==> src/rtl/divider_fp.sv <==
// Iterative IEEE-754 single-precision divider, Y = A / B, one quotient bit per cycle.
// Shares the start/busy/ready handshake with the FP multiplier.
module divider_fp #(
  parameter logic [31:0] NAN_PATTERN = 32'h7F80_0001
) (
  input  logic        clk,
  input  logic        rst,
  input  logic        start,
  input  logic [31:0] A,
  input  logic [31:0] B,
  output logic        ready,
  output logic        busy,
  output logic [31:0] Y
);

  typedef enum logic [2:0] {
    StIdle,
    StCheck,
    StAlign,
    StDivide,
    StRound,
    StDone
  } state_e;

  state_e             state_q, state_d;
  logic               sign_q, sign_d;
  logic [7:0]         exp_a_q, exp_a_d;
  logic [7:0]         exp_b_q, exp_b_d;
  logic [23:0]        mant_a_q, mant_a_d;
  logic [23:0]        mant_b_q, mant_b_d;
  logic signed [9:0]  e_q, e_d;
  logic [25:0]        rem_q, rem_d;
  logic [23:0]        quo_q, quo_d;
  logic [4:0]         cnt_q, cnt_d;
  logic [31:0]        res_q, res_d;
  logic               ready_q, ready_d;
  logic               busy_q, busy_d;
  logic [31:0]        y_q, y_d;

  // Operand classification (exponent 0 is zero: denormals are flushed)
  logic a_zero, b_zero, a_inf, b_inf, a_nan, b_nan;
  assign a_zero = (exp_a_q == 8'd0);
  assign b_zero = (exp_b_q == 8'd0);
  assign a_inf  = (exp_a_q == 8'hFF) && (mant_a_q[22:0] == 23'd0);
  assign b_inf  = (exp_b_q == 8'hFF) && (mant_b_q[22:0] == 23'd0);
  assign a_nan  = (exp_a_q == 8'hFF) && (mant_a_q[22:0] != 23'd0);
  assign b_nan  = (exp_b_q == 8'hFF) && (mant_b_q[22:0] != 23'd0);

  // Restoring divide step
  logic        rem_ge;
  logic [25:0] rem_sub;
  assign rem_ge  = (rem_q >= {2'b00, mant_b_q});
  assign rem_sub = rem_ge ? (rem_q - {2'b00, mant_b_q}) : rem_q;

  // quo_q holds q[23:0]; q[24] is always 1 and is shifted out.
  logic              round_up;
  logic [23:0]       frac_sum;
  logic signed [9:0] e_r;
  logic [31:0]       round_res;
  assign round_up = quo_q[0] & ((|rem_q) | quo_q[1]);
  assign frac_sum = {1'b0, quo_q[23:1]} + {23'd0, round_up};
  assign e_r      = frac_sum[23] ? (e_q + 10'sd1) : e_q;

  always_comb begin
    if (e_r >= 10'sd255) begin
      round_res = {sign_q, 8'hFF, 23'd0};
    end else if (e_r <= 10'sd0) begin
      round_res = {sign_q, 31'd0};
    end else begin
      round_res = {sign_q, e_r[7:0], frac_sum[22:0]};
    end
  end

  always_comb begin
    state_d  = state_q;
    sign_d   = sign_q;
    exp_a_d  = exp_a_q;
    exp_b_d  = exp_b_q;
    mant_a_d = mant_a_q;
    mant_b_d = mant_b_q;
    e_d      = e_q;
    rem_d    = rem_q;
    quo_d    = quo_q;
    cnt_d    = cnt_q;
    res_d    = res_q;
    ready_d  = ready_q;
    busy_d   = busy_q;
    y_d      = y_q;

    unique case (state_q)
      StIdle: begin
        ready_d = 1'b0;
        if (start) begin
          sign_d   = A[31] ^ B[31];
          exp_a_d  = A[30:23];
          exp_b_d  = B[30:23];
          mant_a_d = {1'b1, A[22:0]};
          mant_b_d = {1'b1, B[22:0]};
          busy_d   = 1'b1;
          state_d  = StCheck;
        end
      end
      StCheck: begin
        state_d = StDone;
        if (a_nan || b_nan) begin
          res_d = NAN_PATTERN;
        end else if ((a_zero && b_zero) || (a_inf && b_inf)) begin
          res_d = NAN_PATTERN;
        end else if (a_zero || b_inf) begin
          res_d = {sign_q, 31'd0};
        end else if (a_inf || b_zero) begin
          res_d = {sign_q, 8'hFF, 23'd0};
        end else begin
          e_d     = $signed({2'b00, exp_a_q}) - $signed({2'b00, exp_b_q}) + 10'sd127;
          state_d = StAlign;
        end
      end
      StAlign: begin
        // Pre-shift so the quotient always lands in [1, 2)
        if (mant_a_q < mant_b_q) begin
          rem_d = {1'b0, mant_a_q, 1'b0};
          e_d   = e_q - 10'sd1;
        end else begin
          rem_d = {2'b00, mant_a_q};
        end
        quo_d   = 24'd0;
        cnt_d   = 5'd24;
        state_d = StDivide;
      end
      StDivide: begin
        quo_d = {quo_q[22:0], rem_ge};
        rem_d = rem_sub << 1;
        if (cnt_q == 5'd0) begin
          state_d = StRound;
        end else begin
          cnt_d = cnt_q - 5'd1;
        end
      end
      StRound: begin
        res_d   = round_res;
        state_d = StDone;
      end
      StDone: begin
        y_d     = res_q;
        ready_d = 1'b1;
        busy_d  = 1'b0;
        state_d = StIdle;
      end
      default: state_d = StIdle;
    endcase
  end

  always_ff @(posedge clk or posedge rst) begin
    if (rst) begin
      state_q  <= StIdle;
      sign_q   <= 1'b0;
      exp_a_q  <= 8'd0;
      exp_b_q  <= 8'd0;
      mant_a_q <= 24'd0;
      mant_b_q <= 24'd0;
      e_q      <= 10'sd0;
      rem_q    <= 26'd0;
      quo_q    <= 24'd0;
      cnt_q    <= 5'd0;
      res_q    <= 32'd0;
      ready_q  <= 1'b0;
      busy_q   <= 1'b0;
      y_q      <= 32'd0;
    end else begin
      state_q  <= state_d;
      sign_q   <= sign_d;
      exp_a_q  <= exp_a_d;
      exp_b_q  <= exp_b_d;
      mant_a_q <= mant_a_d;
      mant_b_q <= mant_b_d;
      e_q      <= e_d;
      rem_q    <= rem_d;
      quo_q    <= quo_d;
      cnt_q    <= cnt_d;
      res_q    <= res_d;
      ready_q  <= ready_d;
      busy_q   <= busy_d;
      y_q      <= y_d;
    end
  end

  assign ready = ready_q;
  assign busy  = busy_q;
  assign Y     = y_q;

endmodule

==> config.mk <==
export PLATFORM = sky130hd
export DESIGN_NAME = divider_fp
export DESIGN_NICKNAME = d
export VERILOG_FILES = /design/src/rtl/divider_fp.sv
export SDC_FILE = /design/constraint.sdc
export NUM_CORES = 1
export LEC_CHECK = 0
export ABC_CLOCK_PERIOD_IN_PS = 8500
export CAP_MARGIN = 20
export CORE_MARGIN = 2
export CORE_UTILIZATION = 61
export CTS_BUF_LIST = sky130_fd_sc_hd__clkbuf_4 sky130_fd_sc_hd__clkbuf_8
export DETAILED_ROUTE_END_ITERATION = 8
export GPL_TIMING_DRIVEN = 0
export HOLD_SLACK_MARGIN = 0.02
export PLACE_DENSITY = 0.84
export SETUP_SLACK_MARGIN = 0.3
export SKIP_CTS_REPAIR_TIMING = 1
export SLEW_MARGIN = 20
export SYNTH_ARGS = -nofsm -noshare
export SYNTH_HDL_FRONTEND = slang
export SYNTH_SLANG_ARGS = --single-unit
==> constraint.sdc <==
create_clock -name clk -period 8.5 [get_ports clk]
set_input_delay 1.7 -clock clk [delete_from_list [all_inputs] [get_ports clk]]
set_output_delay 1.7 -clock clk [all_outputs]
set_load 0.01 [all_outputs]
==> impl_metrics.env, run 1 <==
export IMPL_crit_path_start_kind="flop"
export IMPL_max_stage_delay_ns=0.52
export IMPL_min_to="busy"
export IMPL_p_clk_share_pct=11.2
export IMPL_ioPinCount=101
export IMPL_max_cap_violations=0
export IMPL_synth_cell_types=76
export IMPL_clk_pin_slew_ns=0.10
export IMPL_sw_frac_of_total_pct=47.1
export IMPL_clock_latency_ns=0.47
export IMPL_synth_avg_cell_area_sq_um=9.58
export IMPL_grt_pass1_vias=9477
export IMPL_ir_worst_vdd_mv=0.218
export IMPL_critPathTopFamily="compound AO/OA/AOI/OAI gates"
export IMPL_vias=9842
export IMPL_status="completed"
export IMPL_hold_depth=1
export IMPL_nFillCells=1425
export IMPL_fp_row_count=50
export IMPL_area_delta_synth_final_pct=15.0
export IMPL_crit_arrival_ns=4.19
export IMPL_power_mw=5.64
export IMPL_period_minus_slack_ns=3.78
export IMPL_netlist_area_sq_um=11700
export IMPL_wl_per_cell_um=18.2
export IMPL_coreArea_sq_um=18800
export IMPL_final_common_cell="dfrtp_1"
export IMPL_gp_congestion=0.965
export IMPL_grt_usage_pct=29.5
export IMPL_intPower_mw=2.98
export IMPL_slew_viol_final=0
export IMPL_layoutNonFillerInstCount=1588
export IMPL_r2r_end="rem_q[17]"
export IMPL_grt_pass1_wl_um=47300
export IMPL_port_buffers=100
export IMPL_synth_async_reset_ratio_pct=100
export IMPL_layout_drive_gt1_share_pct=12.6
export IMPL_initial_core_util_pct=62.3
export IMPL_rsz0062_at_grt="no"
export IMPL_fp_dieW_um=142
export IMPL_firstDrtPassIters=7
export IMPL_min_path_type="flop to flop"
export IMPL_grt_max_degree=108
export IMPL_htree_levels=4
export IMPL_critPathKind="flop to flop"
export IMPL_r2r_slack_ns=4.72
export IMPL_die_h_um=142
export IMPL_ant_nets=0
export IMPL_synth_warnings=0
export IMPL_timing_rr_start="rem_q[0]"
export IMPL_clock_sinks=198
export IMPL_setup_violations=0
export IMPL_synth_flop_cell="dfrtp_1"
export IMPL_drt_iter0_drc=892
export IMPL_worst_path_buf_inv=3
export IMPL_nets=1470
export IMPL_ys_ff_latch=198
export IMPL_worst_setup_path_end_kind="flop"
export IMPL_finClkSkew_ns=0.0150
export IMPL_seq_power_share_pct=28.1
export IMPL_final_cell_mix="dfrtp_1, nand2_1, clkdlybuf4s50_1"
export IMPL_placed_cells=1556
export IMPL_path_max_fanout=10
export IMPL_synth_seq_area_share_pct=42.4
export IMPL_hold_violations=0
export IMPL_powerDensity_nw_per_um2=420
export IMPL_p_switching_mw=2.66
export IMPL_tightest_slew_ns=1.12
export IMPL_synth_cells=1220
export IMPL_max_freq_mhz=264
export IMPL_die_area_sq_um=20300
export IMPL_routed_via_density=6.20
export IMPL_cts_tree="yes"
export IMPL_min_from="busy"
export IMPL_antenna_found_initial=1
export IMPL_diodes=0
export IMPL_cts_root_buf="clkbuf_8"
export IMPL_grt_overflow_total=0
export IMPL_drc_errors=0
export IMPL_p_leak_nw=5.76
export IMPL_final_util_pct=71.6
export IMPL_cp_cell_sequence="inv_1 > ha_1 > fa_1 > nor2b_1 > o31ai_1 > a21oi_1 > a221o_1 > a21o_1 > o21a_1 > buf_2 > clkbuf_1 > o31ai_1 > a21oi_1"
export IMPL_cts_made_buffers=17
export IMPL_fin_crit_sh_pct=44.5
export IMPL_reg2reg_depth=13
export IMPL_p_comb_share_pct=60.7
export IMPL_cp_required_ns=8.90
export IMPL_relSlewSlack_pct=25.1
export IMPL_cpMaxStageDelayCell="clkbuf_1"
export IMPL_synth_edf_count=0
export IMPL_synth_fp_nets=1349
export IMPL_wirelength_um=28900
export IMPL_place_hpwl_um=21600
export IMPL_cts_buffer_depth=2
## metal layers
metal	wire length, um	global-route usage (%)	share of wire, %
met1	12600	39.8	43
met2	13400	48.1	46
met3	1740	4.31	6.0
met4	1180	12.4	4.1
met5	0	0	0
## cell families after synthesis
group | after synthesis | share of synthesized area (%)
AND/OR/NAND/NOR | 385 | 16.4
AO/OA/AOI/OAI | 301 | 16.5
flip-flops | 198 | 42.4
buffers and inverters | 116 | 4.21
multiplexers | 101 | 9.49
adder cells (fa/ha/maj) | 62 | 6.77
XOR/XNOR | 57 | 4.27
## worst max-delay path by stage
stage | from | to | depth (start not counted)
after global routing | rem_q[0] | rem_q[17] | 13
after global placement | rst | mant_b_q[20] | 2
after CTS | rem_q[0] | rem_q[17] | 13
final | rem_q[0] | rem_q[17] | 13
after detailed placement | start | exp_b_q[6] | 7
after floorplan | rst | Y[0] | 1
## stage by stage
step	hold slack [ns]	setup WS, ns	TNS, ns	cell area, sq um
floorplan	0.446	1.40	0	11700
global placement	0.461	-1.06	-205.79	13000
detailed placement	0.468	4.39	0	13000
CTS	0.491	4.83	0	13400
global route	0.511	4.56	0	13400
finish	0.487	4.72	0	13400
## power by group through the flow
stage / combinational (mW) / sequential [mW] / clock [mW]
finish: 3.42 / 1.58 / 0.634
global route: 3.75 / 1.62 / 0.673
CTS: 3.35 / 1.57 / 0.639
detailed placement: 3.33 / 1.59 / 0
global placement: 3.23 / 1.58 / 0
floorplan: 2.54 / 1.50 / 0
## synthesized netlist by cell type, types with 3 or more instances
master | n | share of area, %
ha_1 | 60 | 6.4
nand2_1 | 167 | 5.4
and2_1 | 6 | 0.32
buf_2 | 7 | 0.30
nand4_4 | 3 | 0.55
or3_1 | 11 | 0.59
and4_1 | 4 | 0.30
mux2i_1 | 22 | 1.9
o22ai_1 | 17 | 0.91
o21ai_0 | 95 | 4.1
a21oi_1 | 61 | 2.6
a221o_1 | 3 | 0.26
inv_1 | 58 | 1.9
clkbuf_1 | 40 | 1.3
nand2b_1 | 3 | 0.16
a31oi_1 | 20 | 1.1
o21ai_2 | 20 | 1.5
xor2_1 | 26 | 1.9
o21a_1 | 16 | 1.0
nor4_1 | 26 | 1.4
nor2_1 | 54 | 1.7
dfrtp_1 | 198 | 42
and3_1 | 7 | 0.37
xnor2_1 | 31 | 2.3
o31ai_1 | 4 | 0.26
buf_1 | 5 | 0.16
buf_4 | 4 | 0.26
or4_1 | 3 | 0.19
mux2_2 | 79 | 7.6
a221oi_1 | 4 | 0.30
nor2b_1 | 6 | 0.32
or2_2 | 7 | 0.37
nand3_1 | 28 | 1.2
nand4_1 | 28 | 1.5
o221ai_1 | 3 | 0.22
o211ai_1 | 13 | 0.83
nor3_1 | 19 | 0.81
a21o_1 | 11 | 0.71
## layout make-up
cell class              count  area, sq um  area share [%]
multi-input cells         906         6250            46.5
flip-flops and latches    198         4950            36.9
repair buffers            102         1040            7.71
well taps                 234          293            2.18
plain buffers              58          274            2.04
clock buffers              20          263            1.96
inverters                  58          225            1.68
clock inverters            12          144            1.07
## registers in the layout (all words and copies together) (netlist names)
register  flops
Y            32
res_q        32
quo_q        24
cnt_q         5
e_q          10
exp_b_q       8
mant_a_q     24
sign_q        1
exp_a_q       8
mant_b_q     23
ready         1
busy          1
state_q       3
rem_q        26
## worst reg2reg max path: cells and delay by family, from the launching register on
kind,cells,cell delay [ns]
AO/OA/AOI/OAI,7,1.50
buffers and inverters,3,0.98
adder cells (fa/ha/maj),2,0.63
flip-flops,1,0.42
AND/OR/NAND/NOR,1,0.19
(Power assumes the default switching activity.)
==> inputs of run 2 (changes only) <==
- ABC_CLOCK_PERIOD_IN_PS: 8500 -> 3550
- clock period: 8.5 -> 3.55 ns (I/O delays scaled with it)
==> run 2 against run 1 <==
Net effect:
- clock skew increased by 0.0018 ns
- via count increased by 0.67%
- die area unchanged
- sequential power increased by 140%
- non-clock buffer count increased by 7
- sequential share of layout area decreased by 0.51 points
- clock-buffer cell count decreased by 1
- critical path depth decreased by 4
- fmax increased by 19%
- worst setup slack got worse by 4.3 ns
- critical path type unchanged
- critical endpoint is now rem_q[4]
- highest routed layer unchanged
==> impl_metrics.env, run 2 (synthesis gave the netlist of run 1 again) <==
export IMPL_clock_sinks=198
export IMPL_diodes=0
export IMPL_cp_required_ns=3.96
export IMPL_firstDrtPassIters=6
export IMPL_grt_pass1_vias=9726
export IMPL_cts_buffer_depth=2
export IMPL_fp_dieW_um=142
export IMPL_cp_startpoint="mant_b_q[16]"
export IMPL_final_util_pct=72.6
export IMPL_rsz0062_at_grt="yes"
export IMPL_fin_ws_ns=0.373
export IMPL_seq_power_share_pct=27.7
export IMPL_busiest_layer="met2"
export IMPL_grt_pass1_wl_um=48500
export IMPL_coreArea_sq_um=18800
export IMPL_drc_errors=0
export IMPL_place_hpwl_um=22500
export IMPL_timing_rr_start="mant_b_q[16]"
export IMPL_period_minus_slack_ns=3.18
export IMPL_drt_iter0_drc=1021
export IMPL_nets=1477
export IMPL_cts_made_buffers=17
export IMPL_port_buffers=100
export IMPL_cp_cell_sequence="inv_1 > ha_1 > nand4_1 > o41ai_1 > o21a_2 > buf_6 > buf_4 > nand2_1 > a31oi_1"
export IMPL_path_max_fanout=10
export IMPL_crit_arrival_ns=3.58
export IMPL_crit_path_start_kind="flop"
export IMPL_relSlewSlack_pct=27.9
export IMPL_vias=9908
export IMPL_slew_viol_final=0
export IMPL_die_h_um=142
export IMPL_critPathKind="flop to flop"
export IMPL_powerDensity_nw_per_um2=1010
export IMPL_fp_row_count=50
export IMPL_wirelength_um=29600
export IMPL_final_common_cell="dfrtp_1"
export IMPL_layout_drive_gt1_share_pct=13.6
export IMPL_max_cap_violations=0
export IMPL_clk_pin_slew_ns=0.12
export IMPL_pre_cts_slack_ns=-0.0373
export IMPL_use_met3_pct=4.31
export IMPL_grt_usage_pct=30.2
export IMPL_nFillCells=1409
export IMPL_worst_setup_path_end_kind="flop"
export IMPL_initial_core_util_pct=62.3
export IMPL_finClkSkew_ns=0.0169
export IMPL_max_freq_mhz=315
export IMPL_p_switching_mw=6.50
export IMPL_cts_root_buf="clkbuf_8"
export IMPL_min_path_type="flop to flop"
export IMPL_min_from="res_q[4]"
export IMPL_routed_via_density=6.21
export IMPL_htree_levels=4
export IMPL_grt_max_degree=33
export IMPL_ioPinCount=101
export IMPL_clock_latency_ns=0.50
export IMPL_use_met2_pct=49.8
export IMPL_area_delta_synth_final_pct=16.6
export IMPL_setup_violations=0
export IMPL_sw_frac_of_total_pct=47.3
export IMPL_p_comb_share_pct=60.8
export IMPL_intPower_mw=7.25
export IMPL_cpMaxStageDelayCell="o41ai_1"
export IMPL_wl_per_cell_um=18.6
export IMPL_cts_tree="yes"
export IMPL_critPathTopFamily="compound AO/OA/AOI/OAI gates"
export IMPL_met1_usage_pct=40.0
export IMPL_hold_violations=0
export IMPL_max_stage_delay_ns=0.94
export IMPL_p_leak_nw=5.85
export IMPL_p_clk_share_pct=11.4
export IMPL_ir_worst_vdd_mv=0.504
export IMPL_antenna_found_initial=0
export IMPL_worst_path_buf_inv=3
export IMPL_ant_nets=0
export IMPL_tightest_slew_ns=1.08
export IMPL_status="completed"
export IMPL_fin_crit_sh_pct=89.5
export IMPL_gp_congestion=0.968
export IMPL_final_cell_mix="dfrtp_1, nand2_1, clkdlybuf4s50_1"
export IMPL_die_area_sq_um=20300
export IMPL_grt_overflow_total=0
[run 2: cell types whose count changed in the layout (fill, tap and decap cells not counted), sizes merged]
cell / previous run / this run
buf: 20 / 27
clkbuf: 60 / 59
clkinv: 3 / 4
clkinvlp: 4 / 1
inv: 61 / 64
[run 2: routing by layer]
metal / vias to the layer above / part of all wire, %
met5: - / 0
li1: 4665 / -
met3: 89 / 6.1
met2: 418 / 47
met1: 4736 / 43
met4: 0 / 4.1
[run 2: power by group through the flow]
stage | clock [mW] | sequential, mW | combinational, mW
6_report | 1.57 | 3.81 | 8.37
4_1_cts | 1.57 | 3.77 | 8.08
3_5_place_dp | 0 | 3.81 | 8.02
3_3_place_gp | 0 | 3.78 | 7.74
2_1_floorplan | 0 | 3.58 | 6.07
5_1_grt | 1.66 | 3.90 | 9.11
[run 2: worst paths after layout]
path / end / slack [ns] / cells after the start
setup reg to reg: rem_q[4] / 0.37 / 9
min in group asynchronous: res_q[29] / 0.59 / 2
max in group asynchronous: rem_q[16] / 1.85 / 6
hold / removal: res_q[4] / 0.48 / 2
hold reg to reg: res_q[4] / 0.48 / 2
setup / recovery: rem_q[4] / 0.37 / 9
[run 2: through the flow]
| stage | area [sq um] | std cells | setup TNS, ns | hold WS [ns] | power, mW |
|---|---|---|---|---|---|
| 6_report | 13600 | 1595 | 0 | 0.484 | 13.7 |
| 5_1_grt | 13600 | 1595 | 0 | 0.505 | 14.7 |
| 4_1_cts | 13600 | 1594 | -0.588 | 0.488 | 13.4 |
| 3_5_place_dp | 13200 | 1562 | -0.216 | 0.464 | 11.8 |
| 3_3_place_gp | 13000 | 1554 | -250.66 | 0.459 | 11.5 |
| 2_1_floorplan | 11700 | 1220 | 0 | 0.446 | 9.66 |
[run 2: area by class of cell]
type                       count  area, sq um  area share (%)
tap                          234          293            2.15
timing repair buffer         109         1170            8.59
inverter                      58          221            1.63
sequential                   198         4950            36.4
clock buffer                  19          262            1.92
buffer                        58          289            2.12
multi-input combinational    906         6280            46.1
clock inverter                13          158            1.16
[run 2: worst min-delay path: stages (launching register included)]
cell	delay (ns)
dfrtp_1	0.35
nand2_1	0.06
o21ai_2	0.05
